`src/rtl/fetch_pkg.sv`:
```
// fetch_pkg: shared fetch-queue entry type and NOP constant.
package fetch_pkg;
    localparam logic [31:0] NOP_INSTR = 32'h0000_0013;
    // Entry fields are sized for the widest supported XLEN; the queue zero-extends and truncates.
    localparam int FQ_XLEN = 64;
    typedef struct packed {
        logic [FQ_XLEN-1:0] pc;
        logic [FQ_XLEN-1:0] pcplus4;
        logic [31:0]        instr;
    } fq_entry_t;
endpackage

```
`src/rtl/fq_storage.sv`:
```
// fq_storage: entry array with one synchronous write port and one combinational read port.
module fq_storage
    import fetch_pkg::*;
#(
    parameter int DEPTH = 4
) (
    input  logic                     clk,
    input  logic                     i_we,
    input  logic [$clog2(DEPTH)-1:0] i_waddr,
    input  logic [$clog2(DEPTH)-1:0] i_raddr,
    input  fq_entry_t                i_wdata,
    output fq_entry_t                o_rdata
);
    fq_entry_t r_mem [DEPTH];
    always_ff @(posedge clk) begin
        if (i_we) r_mem[i_waddr] <= i_wdata;
    end
    assign o_rdata = r_mem[i_raddr];
endmodule

```
`src/rtl/fetch_queue.sv`:
```
// fetch_queue: fetch-to-decode entry queue with flush, optional empty-queue bypass and NOP masking.
module fetch_queue
    import fetch_pkg::*;
#(
    parameter int XLEN   = 32,
    parameter int DEPTH  = 4,
    parameter int BYPASS = 0
) (
    input  logic                     clk,
    input  logic                     reset,
    input  logic                     flush,
    input  logic                     in_valid,
    output logic                     in_ready,
    input  logic [XLEN-1:0]          in_pc,
    input  logic [XLEN-1:0]          in_pcplus4,
    input  logic [31:0]              in_instr,
    output logic                     out_valid,
    input  logic                     out_ready,
    output logic [XLEN-1:0]          out_pc,
    output logic [XLEN-1:0]          out_pcplus4,
    output logic [31:0]              out_instr,
    output logic [$clog2(DEPTH):0]   count
);
    localparam int PW = $clog2(DEPTH);
    localparam int CW = PW + 1;
    logic [PW-1:0] r_rd_ptr, r_wr_ptr;
    logic [CW-1:0] r_count;
    fq_entry_t     w_wdata, w_head;
    logic          w_empty, w_bypass, w_push, w_pop;
    fq_storage #(.DEPTH(DEPTH)) u_storage (
        .clk     (clk),
        .i_we    (w_push),
        .i_waddr (r_wr_ptr),
        .i_raddr (r_rd_ptr),
        .i_wdata (w_wdata),
        .o_rdata (w_head)
    );
    always_comb begin
        w_empty     = r_count == '0;
        w_bypass    = (BYPASS != 0) && w_empty && !flush;
        in_ready    = r_count != CW'(DEPTH);
        out_valid   = w_bypass ? in_valid : (!w_empty && !flush);
        // A bypassed entry consumed this cycle never touches storage.
        w_push      = in_valid && in_ready && !flush && !(w_bypass && out_ready);
        w_pop       = !w_empty && !flush && out_ready;
        w_wdata     = '{pc: FQ_XLEN'(in_pc), pcplus4: FQ_XLEN'(in_pcplus4), instr: in_instr};
        out_pc      = !out_valid ? '0 : w_bypass ? in_pc : XLEN'(w_head.pc);
        out_pcplus4 = !out_valid ? '0 : w_bypass ? in_pcplus4 : XLEN'(w_head.pcplus4);
        out_instr   = !out_valid ? NOP_INSTR : w_bypass ? in_instr : w_head.instr;
    end
    always_ff @(posedge clk) begin
        if (reset || flush) begin
            r_rd_ptr <= '0;
            r_wr_ptr <= '0;
            r_count  <= '0;
        end else begin
            if (w_push) r_wr_ptr <= r_wr_ptr + 1'b1;
            if (w_pop) r_rd_ptr <= r_rd_ptr + 1'b1;
            r_count <= r_count + CW'(w_push) - CW'(w_pop);
        end
    end
    assign count = r_count;
endmodule

```
`config.mk`:
```
export PLATFORM = sky130hd
export DESIGN_NAME = fetch_queue
export DESIGN_NICKNAME = d
export VERILOG_FILES = /design/src/rtl/fetch_pkg.sv /design/src/rtl/fq_storage.sv /design/src/rtl/fetch_queue.sv
export SDC_FILE = /design/constraint.sdc
export NUM_CORES = 1
export LEC_CHECK = 0
export ABC_AREA = 1
export ABC_CLOCK_PERIOD_IN_PS = 7140
export BUFFER_PORTS_ARGS = -buffer_cell sky130_fd_sc_hd__buf_2
export CAP_MARGIN = 10
export CORE_ASPECT_RATIO = 0.6
export CORE_UTILIZATION = 57
export CTS_CLUSTER_DIAMETER = 120
export DETAILED_ROUTE_END_ITERATION = 10
export PLACE_DENSITY = 0.8
export RECOVER_POWER = 100
export SYNTH_ARGS = -nofsm -noshare
export SYNTH_HDL_FRONTEND = slang
export SYNTH_SLANG_ARGS = --single-unit
```
`constraint.sdc`:
```
create_clock -name clk -period 7.14 [get_ports clk]
set_clock_uncertainty 0.15 [all_clocks]
set_input_delay 0.714 -clock clk [delete_from_list [all_inputs] [get_ports clk]]
set_output_delay 0.714 -clock clk [all_outputs]
set_load 0.01 [all_outputs]
```
== After elaboration in Yosys (flattened, before gate mapping) ==
Memories as Yosys holds them, arrays and structs flattened. A register that Yosys moved wholly into a read port is not among the register bits.
Cells that the tools add are included.
Widths: inputs -> output; s select.

* Register bits after elaboration: 7
* Bits in writable memories: 384
* Output and inout port bits: 101
* Word-level logic and storage cells: 24
* Memories: 1

* Add/subtract/negate cells: 4
* Eq/ne operators: 1
* Multiplexer cells: 7
* Reduce and logical (&&, ||, !) cells: 8

{| class="wikitable"
|+ Memories
! memory !! words !! width !! read ports !! clocked after Yosys merged registers in !! write ports !! line !! RTL
|-
| u_storage.r_mem || 4 || 96 || 1 || 1 || 1 || fq_storage.sv:14 || <nowiki>fq_entry_t r_mem [DEPTH];</nowiki>
|}

{| class="wikitable"
|+ Operators by type and width
! cell !! count
|-
| $mux 32 || 3
|-
| $add 2x1->2 const B || 2
|-
| $logic_and 1x1->1 || 4
|-
| $mux 2 || 2
|-
| $add 3x1->3 || 1
|-
| $logic_not 3->1 || 1
|-
| $ne 3x3->1 const B || 1
|-
| $sub 3x1->3 || 1
|-
| $logic_not 1->1 || 2
|-
| $mux 1 || 2
|-
| $logic_or 1x1->1 || 1
|}

== Logic depth before layout (Yosys ltp) ==
Gate-level depths: netlist of the first run.

* Depth in word-level cells: 6
* Depth in mapped cells: 11

== Hierarchy ==
From an unflattened synthesis of the first run, not the netlist that was laid out.

* Cell total of the unflattened synthesis: 2,772
* Area total of the unflattened synthesis: 28,254.6 um2

{| class="wikitable"
|+ Modules (own cells, without submodules)
! module !! times used !! cells each !! area an instance (um2) !! sequential area each (um2)
|-
| fq_storage || 1 || 2,515 || 27,074.7 || 19,218.4
|-
| fetch_queue || 1 || 257 || 1,179.9 || 140.1
|}

== Worst setup path after synthesis of the first run ==
Ideal clock, no wire load.

* Path kind: input -> register
* Start point: in flush
* End point: mem u_storage.r_mem[0][0] (netlist name) (enable)
* Arrival time: 5,005 ps
* Slack: 1,433 ps
* Cell stages on the path: 3
* Buffers on the path: 0
* Cells stage by stage: inv_1 > nand3_1 > nor2_1

* Word-level cells in the longest chain between the ends: 4

{| class="wikitable"
|+ Ends and longest elaborated chain
! item !! line !! RTL
|-
| from (decl) || fetch_queue.sv:11 || <nowiki>input logic flush,</nowiki>
|-
| $logic_not 1->1 || fetch_queue.sv:44 || <nowiki>w_push = in_valid && in_ready && !flush && !(w_bypass && out_ready);</nowiki>
|-
| $logic_and 1x1->1 || fetch_queue.sv:44 ||
|-
| $mux 1 || fq_storage.sv:16 || <nowiki>if (i_we) r_mem[i_waddr] <= i_wdata;</nowiki>
|-
| $mux 1 (implied by the code) || fq_storage.sv:16 ||
|-
| to (decl) || fq_storage.sv:14 ||
|}

Every way passes these cells.

== Worst setup path in the final report of the first run ==
* Start point: reg r_count[1] (netlist: count[1])
* End point: out out_instr[0]

* Word-level cells in the longest chain between the ends: 4

{| class="wikitable"
|+ Ends and longest elaborated chain
! item !! line !! RTL
|-
| from (decl) || fetch_queue.sv:27 || <nowiki>logic [CW-1:0] r_count;</nowiki>
|-
| from (signal assigned) || fetch_queue.sv:59 || <nowiki>r_count <= r_count + CW'(w_push) - CW'(w_pop);</nowiki>
|-
| $logic_not 3->1 || fetch_queue.sv:39 || <nowiki>w_empty = r_count == '0;</nowiki>
|-
| $logic_not 1->1 || fetch_queue.sv:42 || <nowiki>out_valid = w_bypass ? in_valid : (!w_empty && !flush);</nowiki>
|-
| $logic_and 1x1->1 || fetch_queue.sv:42 ||
|-
| $mux 32 || fetch_queue.sv:49 || <nowiki>out_instr = !out_valid ? NOP_INSTR : w_bypass ? in_instr : w_head.instr;</nowiki>
|-
| to (decl) || fetch_queue.sv:21 || <nowiki>output logic [31:0] out_instr,</nowiki>
|}

Every way passes these cells.

==> results.cfg, run 1 <==
[sta]
slew_viol_final = 459
hold_viol = 0
period_minus_slack_ns = 5.37
timing.setup.tns_ns = 0
slew_headroom = -1.16
tightest_slew_ns = 3.23
rsz0062_at_grt = no
fin_crit_sh = 0.752
finalSetupViolations = 0
max_freq_mhz = 186
finalWorstSetupSlack_ns = 1.77

[finish]
nets = 1490
final_cells = 1770
drive_gt1_frac = 0.0518
area_growth_pct = 13.9
nFillCells = 1974
final_common_cell = nor2_1
layout_common_cells = 386 x nor2_1, 384 x edfxtp_1, 208 x clkbuf_1, 163 x o21ai_0, 101 x a21oi_1

[yosys]
avgSynthCellArea_um2 = 12.8
synth.distinct_cells = 20
synth_nets = 1308
synth_seq_area_share = 0.765
synth_top_area_frac = 0.753
synth_top_cell_by_area = edfxtp_1
synth_area_leaders = edfxtp_1 75%, nor2_1 9.5%, o21ai_0 5.3%
yosys_warnings = 0
synth_area_um2 = 15300
synthCells = 1200
synth-seq-cells = 393

[worst_setup_path]
critPathSlowestCell = clkbuf_1
arrival_ns = 4.50
critPathKind = reg2out
worstSetupStartpointType = flop
crit_required_ns = 6.28
slowest_delay_ns = 2.03
cp_common_cell = clkbuf_1
worstPathCellList = nor2_1 -> nand2_1 -> nand2_4 -> clkbuf_1 -> inv_1 -> o21ai_0 -> clkbuf_1
worstPathMaxFanout = 49
endpoint_kind = output port

[pwr]
pwr_density_cell_nw_per_um2 = 270
p_leak_nw = 5.83
peakVddDrop_mv = 0.203

[drt]
routedWlPerCell_um = 18.8
drc_errors = 0
drtPass1Iterations = 5
drt_iter0_drc = 918
vias_per_cell = 5.49
final_antenna_net_count = 0
wirelength_mm = 33.3
dr_total_vias = 9721

[global_routing]
antenna_found_initial = 3
met1_usage = 0.337
grt_pass1_wl_mm = 50.3
gr-usage-met3 = 0.0591
busiest_layer = met2
grt_usage = 0.242
grtUsageMet2 = 0.388
grt_max_degree = 109
grt_pass1_vias = 9212
grt_overflow_total = 0

[clock_tree]
cts.clk_slew.worst_paths_ns = 0.06
htreeDepth = 2
clk_path_buf_depth = 3
tritoncts = built
clk_latency_ns = 0.53
post_cts_resized = 0
cts_made_buffers = 38
post_cts_buffers = 0
cts.sinks = 393
cts-root-buf = clkbuf_16
cts_hold_buf = 0

[floorplanning]
die_h_um = 129
die_w_um = 214
core-area_um2 = 26400
start_util = 0.580
io_pins = 202
rows = 46
die-area_um2 = 27500

[worst_hold_path]
hold_path_class = in2reg

[placement]
dp_cells = 1702
dp_hpwl_mm = 18.2
routabilityCongestion = 0.759
dp_slack_ns = 3.51
portBuffers = 201

[run]
drv_cap = 12

[status]
violations = capacitance limit, slew limit
status = finished with violations
-- power by group --
part | switching (mW) | total, mW | internal, mW
Combinational | 0.118 | 0.161 | 0.0432
Clock | 0.807 | 1.96 | 1.16
Sequential | 0.0119 | 2.59 | 2.58
Total | 0.937 | 4.72 | 3.78
-- cells by family (layout without fill, tap and decap cells) --
| group | Yosys count | count (layout) | share of synthesized area |
|---|---|---|---|
| DFF | 393 | 393 | 0.765 |
| other | 0 | 1 | 0 |
| adders and majority gates | 7 | 7 | 0.00621 |
| AOI/OAI and AO/OA | 291 | 291 | 0.0951 |
| and+or+nand+nor | 416 | 416 | 0.102 |
| xor gates and xnor gates | 1 | 1 | 0.000572 |
| buffers and inverters | 92 | 301 | 0.0308 |
-- path summary, 6_finish.rpt --
| path | startpoint | depth (start not counted) | endpoint | slack (ns) |
|---|---|---|---|---|
| worst max register to register | count[1]$_SDFF_PP0_ | 5 | u_storage.r_mem[2][54]$_DFFE_PP_ | 1.93 |
| worst min-delay path | in_pc[0] | 1 | u_storage.r_mem[3][64]$_DFFE_PP_ | 0.29 |
| worst min register to register | r_wr_ptr[0]$_SDFFE_PP0P_ | 2 | r_wr_ptr[0]$_SDFFE_PP0P_ | 0.35 |
| worst max-delay path | count[1]$_SDFF_PP0_ | 7 | out_instr[0] | 1.77 |
-- through the flow --
step	cell area [um^2]	power (mW)	util	hold WS, ns
floorplan	15300	2.73	-	0.323
global placement	16500	2.80	0.626	0.336
detailed placement	16500	2.81	0.626	0.343
CTS	17700	4.76	0.672	0.220
global route	17400	4.86	0.660	0.278
finish	17400	4.72	0.660	0.288
-- Yosys cell counts (all sizes together) --
cell and n:
nor2 386, edfxtp 384, o21ai 190, a21oi 101, buf 44, clkbuf 29, nand2 26, inv 19
dfxtp 9, ha 6, nand3 3, fa 1, nand4 1, xor2 1
-- metal layers --
layer,up-vias,part of all wire
met5,-,0.00075
met4,4,0.015
met3,42,0.074
met2,331,0.48
met1,4724,0.43
li1,4620,-
-- sequential cells by signal, indices dropped and copies added (netlist names), named ones only --
register,cells
u_storage.r_mem,384
count,3
r_rd_ptr,2
r_wr_ptr,2
-- critical path, delay by kind of cell, from the launching register on --
family	cells	cell delay (ns)
AOI/OAI and AO/OA	1	0.24
DFF	1	0.35
buffers and inverters	3	2.57
and+or+nand+nor	3	0.79
-- final cells by class --
| class | count | area, um^2 | share of cell area |
|---|---|---|---|
| Antenna cell | 1 | 2.50 | 0.000143 |
| Clock buffer | 52 | 1070 | 0.0612 |
| Clock inverter | 15 | 148 | 0.00847 |
| Inverter | 19 | 75.1 | 0.00430 |
| Multi-Input combinational cell | 715 | 3140 | 0.180 |
| Sequential cell | 393 | 11700 | 0.672 |
| Tap cell | 360 | 450 | 0.0258 |
| Timing Repair Buffer | 215 | 847 | 0.0486 |
Power figures use the tool's default switching activity.
==> run 2, diff against run 1 <==
--- a/config.mk
+++ b/config.mk
@@ -6,14 +6,14 @@
 export NUM_CORES = 1
 export LEC_CHECK = 0
 export ABC_AREA = 1
-export ABC_CLOCK_PERIOD_IN_PS = 7140
+export ABC_CLOCK_PERIOD_IN_PS = 4890
 export BUFFER_PORTS_ARGS = -buffer_cell sky130_fd_sc_hd__buf_2
 export CAP_MARGIN = 10
 export CORE_ASPECT_RATIO = 0.6
-export CORE_UTILIZATION = 57
+export CORE_UTILIZATION = 52
 export CTS_CLUSTER_DIAMETER = 120
 export DETAILED_ROUTE_END_ITERATION = 10
-export PLACE_DENSITY = 0.8
+export PLACE_DENSITY = 0.77
 export RECOVER_POWER = 100
 export SYNTH_ARGS = -nofsm -noshare
 export SYNTH_HDL_FRONTEND = slang
==> constraint.sdc (replaced) <==
create_clock -name clk -period 4.89 [get_ports clk]
set_clock_uncertainty 0.15 [all_clocks]
set_input_delay 0.489 -clock clk [delete_from_list [all_inputs] [get_ports clk]]
set_output_delay 0.489 -clock clk [all_outputs]
set_load 0.01 [all_outputs]
==> results.cfg, run 2 (synthesis results as in run 1) <==
[status]
status = finished with violations
violations = capacitance limit, slew limit

[finish]
largest_reg_flops = 384
nets = 1489
layout_common_cells = 384 x edfxtp_1, 383 x nor2_1, 200 x clkbuf_1, 171 x o21ai_0, 101 x a21oi_1
regMostFlops = u_storage.r_mem
final_util = 0.604
final_common_cell = edfxtp_1
area_growth_pct = 13.7
drive_gt1_frac = 0.0569

[sta]
whs_ns = 0.0777
finalWorstSetupSlack_ns = 0.861
fin_crit_sh = 0.824
tightest_slew_ns = 2.96
max_freq_mhz = 248
slew_viol_final = 356
hold_viol = 0
period_minus_slack_ns = 4.03
finalSetupViolations = 0
timing.setup.tns_ns = 0
rsz0062_at_grt = no
slew_headroom = -0.970

[worst_setup_path]
critPathKind = reg2out
worstSetupStartpointType = flop
rrSetupSlack_ns = 0.92
arrival_ns = 3.39
crit_end = out_pcplus4[9]
worstPathMaxFanout = 50
reg2regPathDepth = 5
endpoint_kind = output port
r2r_start = count[1]$_SDFF_PP0_
crit_required_ns = 4.25
r2r_end = u_storage.r_mem[0][56]$_DFFE_PP_

[floorplanning]
die_w_um = 224
core-area_um2 = 28800
die_h_um = 135
start_util = 0.531
die-area_um2 = 30200
rows = 48
io_pins = 202

[pwr]
p_leak_nw = 5.82
pwr_density_cell_nw_per_um2 = 385
peakVddDrop_mv = 0.238

[clock_tree]
clk_latency_ns = 0.51
tritoncts = built
htreeDepth = 2
post_cts_resized = 0
post_cts_buffers = 0
cts.clk_slew.worst_paths_ns = 0.06
cts_hold_buf = 0
cts_made_buffers = 37
cts-root-buf = clkbuf_16
cts.sinks = 393
clk_path_buf_depth = 3

[drt]
wirelength_mm = 33.6
drt_iter0_drc = 1062
vias_per_cell = 5.45
final_antenna_net_count = 0
drtPass1Iterations = 5
routedWlPerCell_um = 18.8
drc_errors = 0
dr_total_vias = 9726

[global_routing]
antenna_found_initial = 3
grt_max_degree = 135
grt_pass1_wl_mm = 50.7
grt_overflow_total = 0
grt_pass1_vias = 8937
grt_usage = 0.220

[run]
drv_cap = 7

[worst_hold_path]
hold_depth = 1
hold_path_class = in2reg

[placement]
portBuffers = 201
routabilityCongestion = 0.760
dp_hpwl_mm = 18.1
dp_slack_ns = 1.52
-- run 2: cell count changes in the layout (fill, tap and decap cells not counted), sizes merged --
cell    previous run  this run
clkinv            12        11
inv               19        20
clkbuf           250       243
diode              1         2
bufinv             3         2
buf               17        22
-- run 2: critical path, stage by stage, from the launching register on --
cell	delay (ns)
dfxtp_4	0.72
inv_1	0.92
buf_12	0.51
nor2_1	0.14
o21ai_0	0.10
a21oi_1	0.21
clkbuf_1	0.19
-- run 2: through the flow --
step | std cells | power, mW | cell area, um^2
4_1_cts | 1781 | 6.76 | 17700
2_1_floorplan | 1200 | 3.98 | 15300
5_1_grt | 1783 | 6.90 | 17400
3_5_place_dp | 1717 | 4.11 | 16600
3_3_place_gp | 1717 | 4.10 | 16600
6_report | 1783 | 6.70 | 17400
-- run 2: worst min-delay path by stage --
| stage | start | endpoint | slack [ns] |
|---|---|---|---|
| 2_1_floorplan | r_wr_ptr[0]$_SDFFE_PP0P_ | r_wr_ptr[0]$_SDFFE_PP0P_ | 0.32 |
| 3_3_place_gp | r_wr_ptr[0]$_SDFFE_PP0P_ | r_wr_ptr[0]$_SDFFE_PP0P_ | 0.34 |
| 3_5_place_dp | r_wr_ptr[0]$_SDFFE_PP0P_ | r_wr_ptr[0]$_SDFFE_PP0P_ | 0.36 |
| 4_1_cts | in_pcplus4[27] | u_storage.r_mem[2][59]$_DFFE_PP_ | 0.008 |
| 5_1_grt | in_instr[5] | u_storage.r_mem[1][5]$_DFFE_PP_ | 0.07 |
| 6_report | in_instr[0] | u_storage.r_mem[3][0]$_DFFE_PP_ | 0.08 |
-- run 2: power breakdown --
part / internal (mW) / switching [mW]
logic: 0.0627 / 0.175
registers: 3.77 / 0.0172
clock network: 1.50 / 1.18
total: 5.33 / 1.37
-- run 2: layer usage --
layer / global-route usage / vias to the layer above / part of all wire
met5: 0 / - / 0.00033
met4: 0.0563 / 2 / 0.018
met3: 0.0431 / 51 / 0.082
met2: 0.333 / 391 / 0.45
met1: 0.328 / 4684 / 0.44
li1: - / 4598 / -
-- run 2: cell type report --
| cell class | instances | area [um^2] |
|---|---|---|
| well taps | 375 | 469 |
| fillers | 2319 | 11400 |
| repair buffers | 215 | 895 |
| multi-input cells | 715 | 3160 |
| flip-flops and latches | 393 | 11700 |
| diodes | 2 | 5.00 |
| clock buffers | 50 | 975 |
| clock inverters | 14 | 116 |
| inverters | 19 | 73.8 |
==> run 3, diff against run 2 <==
--- a/config.mk
+++ b/config.mk
@@ -6,7 +6,7 @@
 export NUM_CORES = 1
 export LEC_CHECK = 0
 export ABC_AREA = 1
-export ABC_CLOCK_PERIOD_IN_PS = 4890
+export ABC_CLOCK_PERIOD_IN_PS = 3600
 export BUFFER_PORTS_ARGS = -buffer_cell sky130_fd_sc_hd__buf_2
 export CAP_MARGIN = 10
 export CORE_ASPECT_RATIO = 0.6
==> constraint.sdc (replaced) <==
create_clock -name clk -period 3.6 [get_ports clk]
set_clock_uncertainty 0.15 [all_clocks]
set_input_delay 0.36 -clock clk [delete_from_list [all_inputs] [get_ports clk]]
set_output_delay 0.36 -clock clk [all_outputs]
set_load 0.01 [all_outputs]
==> results.cfg, run 3 (synthesis results as in run 1) <==
[status]
status = finished with violations
violations = capacitance limit, slew limit

[drt]
final_antenna_net_count = 0
vias_per_cell = 5.35
drc_errors = 0
routedWlPerCell_um = 18.3
wirelength_mm = 34.6
dr_total_vias = 10100
drt_iter0_drc = 901
drtPass1Iterations = 5

[sta]
slew_viol_final = 309
rsz0062_at_grt = no
period_minus_slack_ns = 3.22
max_freq_mhz = 311
tightest_slew_ns = 1.81
slew_headroom = -0.208
fin_crit_sh = 0.893
timing.setup.tns_ns = 0
finalSetupViolations = 0
whs_ns = 0.0562
hold_viol = 0

[pwr]
p_leak_nw = 6.30
finalPower_mw = 9.48
peakVddDrop_mv = 0.295
pwr_density_cell_nw_per_um2 = 511

[floorplanning]
start_util = 0.531
die-area_um2 = 30200
io_pins = 202
core-area_um2 = 28800
die_h_um = 135
die_w_um = 224
rows = 48

[clock_tree]
post_cts_buffers = 0
cts.clk_slew.worst_paths_ns = 0.07
clk_path_buf_depth = 3
cts-root-buf = clkbuf_16
clk_latency_ns = 0.52
cts_made_buffers = 36
cts.sinks = 393
post_cts_resized = 0
tritoncts = built
htreeDepth = 2

[global_routing]
antenna_found_initial = 3
grt_pass1_vias = 9781
grt_usage = 0.228
grt_max_degree = 193
grt_overflow_total = 0
grt_pass1_wl_mm = 53.1

[finish]
nets = 1591
final_common_cell = edfxtp_1
area_growth_pct = 21.3
largest_reg_flops = 384
layout_common_cells = 384 x edfxtp_1, 382 x nor2_1, 198 x clkbuf_1, 163 x o21ai_0, 101 x a21oi_1
regMostFlops = u_storage.r_mem
drive_gt1_frac = 0.0570

[placement]
dp_hpwl_mm = 18.2
routabilityCongestion = 0.830
portBuffers = 201

[worst_setup_path]
crit_required_ns = 3.55
endpoint_kind = flop
worstSetupStartpointType = input pin
arrival_ns = 3.17
critPathKind = in2reg
worstPathMaxFanout = 58

[worst_hold_path]
hold_path_class = in2reg

[run]
drv_cap = 4
## run 3: cell count changes in the layout (fill, tap and decap cells not counted), sizes merged, moves of 2 or more
cell	change
clkinv	-3
clkbuf	+2
buf	-2
dlygate4sd3	+100
clkinvlp	+2
bufinv	+4
diode	+2
## run 3: worst paths after layout
kind | slack (ns) | start | to | depth (start not counted)
worst min register to register | 0.37 | r_wr_ptr[0]$_SDFFE_PP0P_ | r_wr_ptr[0]$_SDFFE_PP0P_ | 2
worst min-delay path | 0.06 | out_ready | flop | 4
worst max-delay path | 0.38 | flush | u_storage.r_mem[1][58]$_DFFE_PP_ | 6
worst max register to register | 0.42 | count[1]$_SDFF_PP0_ | u_storage.r_mem[1][58]$_DFFE_PP_ | 5
## run 3: metal layers
metal  vias up  share of wire  GRT usage
met5         -              0          0
met4         0          0.018     0.0643
met3        50          0.060     0.0383
met2       337           0.49      0.379
met1      4900           0.43      0.314
li1       4816              -          -
## run 3: report_power, final
group | switching [mW] | internal (mW) | total [mW]
logic | 0.262 | 0.158 | 0.420
clock network | 1.59 | 2.34 | 3.93
registers | 0.0213 | 5.11 | 5.14
total | 1.87 | 7.61 | 9.48
## run 3: per-stage QoR
stage	util	worst slack (ns)	instances	instance area, um^2
after detailed placement	0.578	0.982	1720	16700
after global placement	0.578	1.04	1720	16700
after floorplan	-	-0.449	1200	15300
final	0.644	0.383	1887	18600
after global routing	0.644	0.220	1887	18600
after CTS	0.654	0.474	1883	18900
## run 3: cell type report
cell class | instances | area [um^2]
flip-flops and latches | 393 | 11700
fillers | 2182 | 10300
multi-input cells | 715 | 3170
repair buffers | 318 | 1930
clock buffers | 47 | 973
well taps | 375 | 469
clock inverters | 16 | 229
inverters | 19 | 73.8
diodes | 4 | 10.0
## run 3: what timing repair did
item,in CTS,in global routing
hold endpoints to repair,389,0
hold buffers,100,0
endpoints found under the setup margin,0,0
## run 3: worst max-delay path, stage by stage
cell and delay [ns]:
dlygate4sd3_1 0.56, clkbuf_1 0.13, inv_1 0.15, nand3_1 0.39, nor2_4 0.20, clkbuf_2 1.32
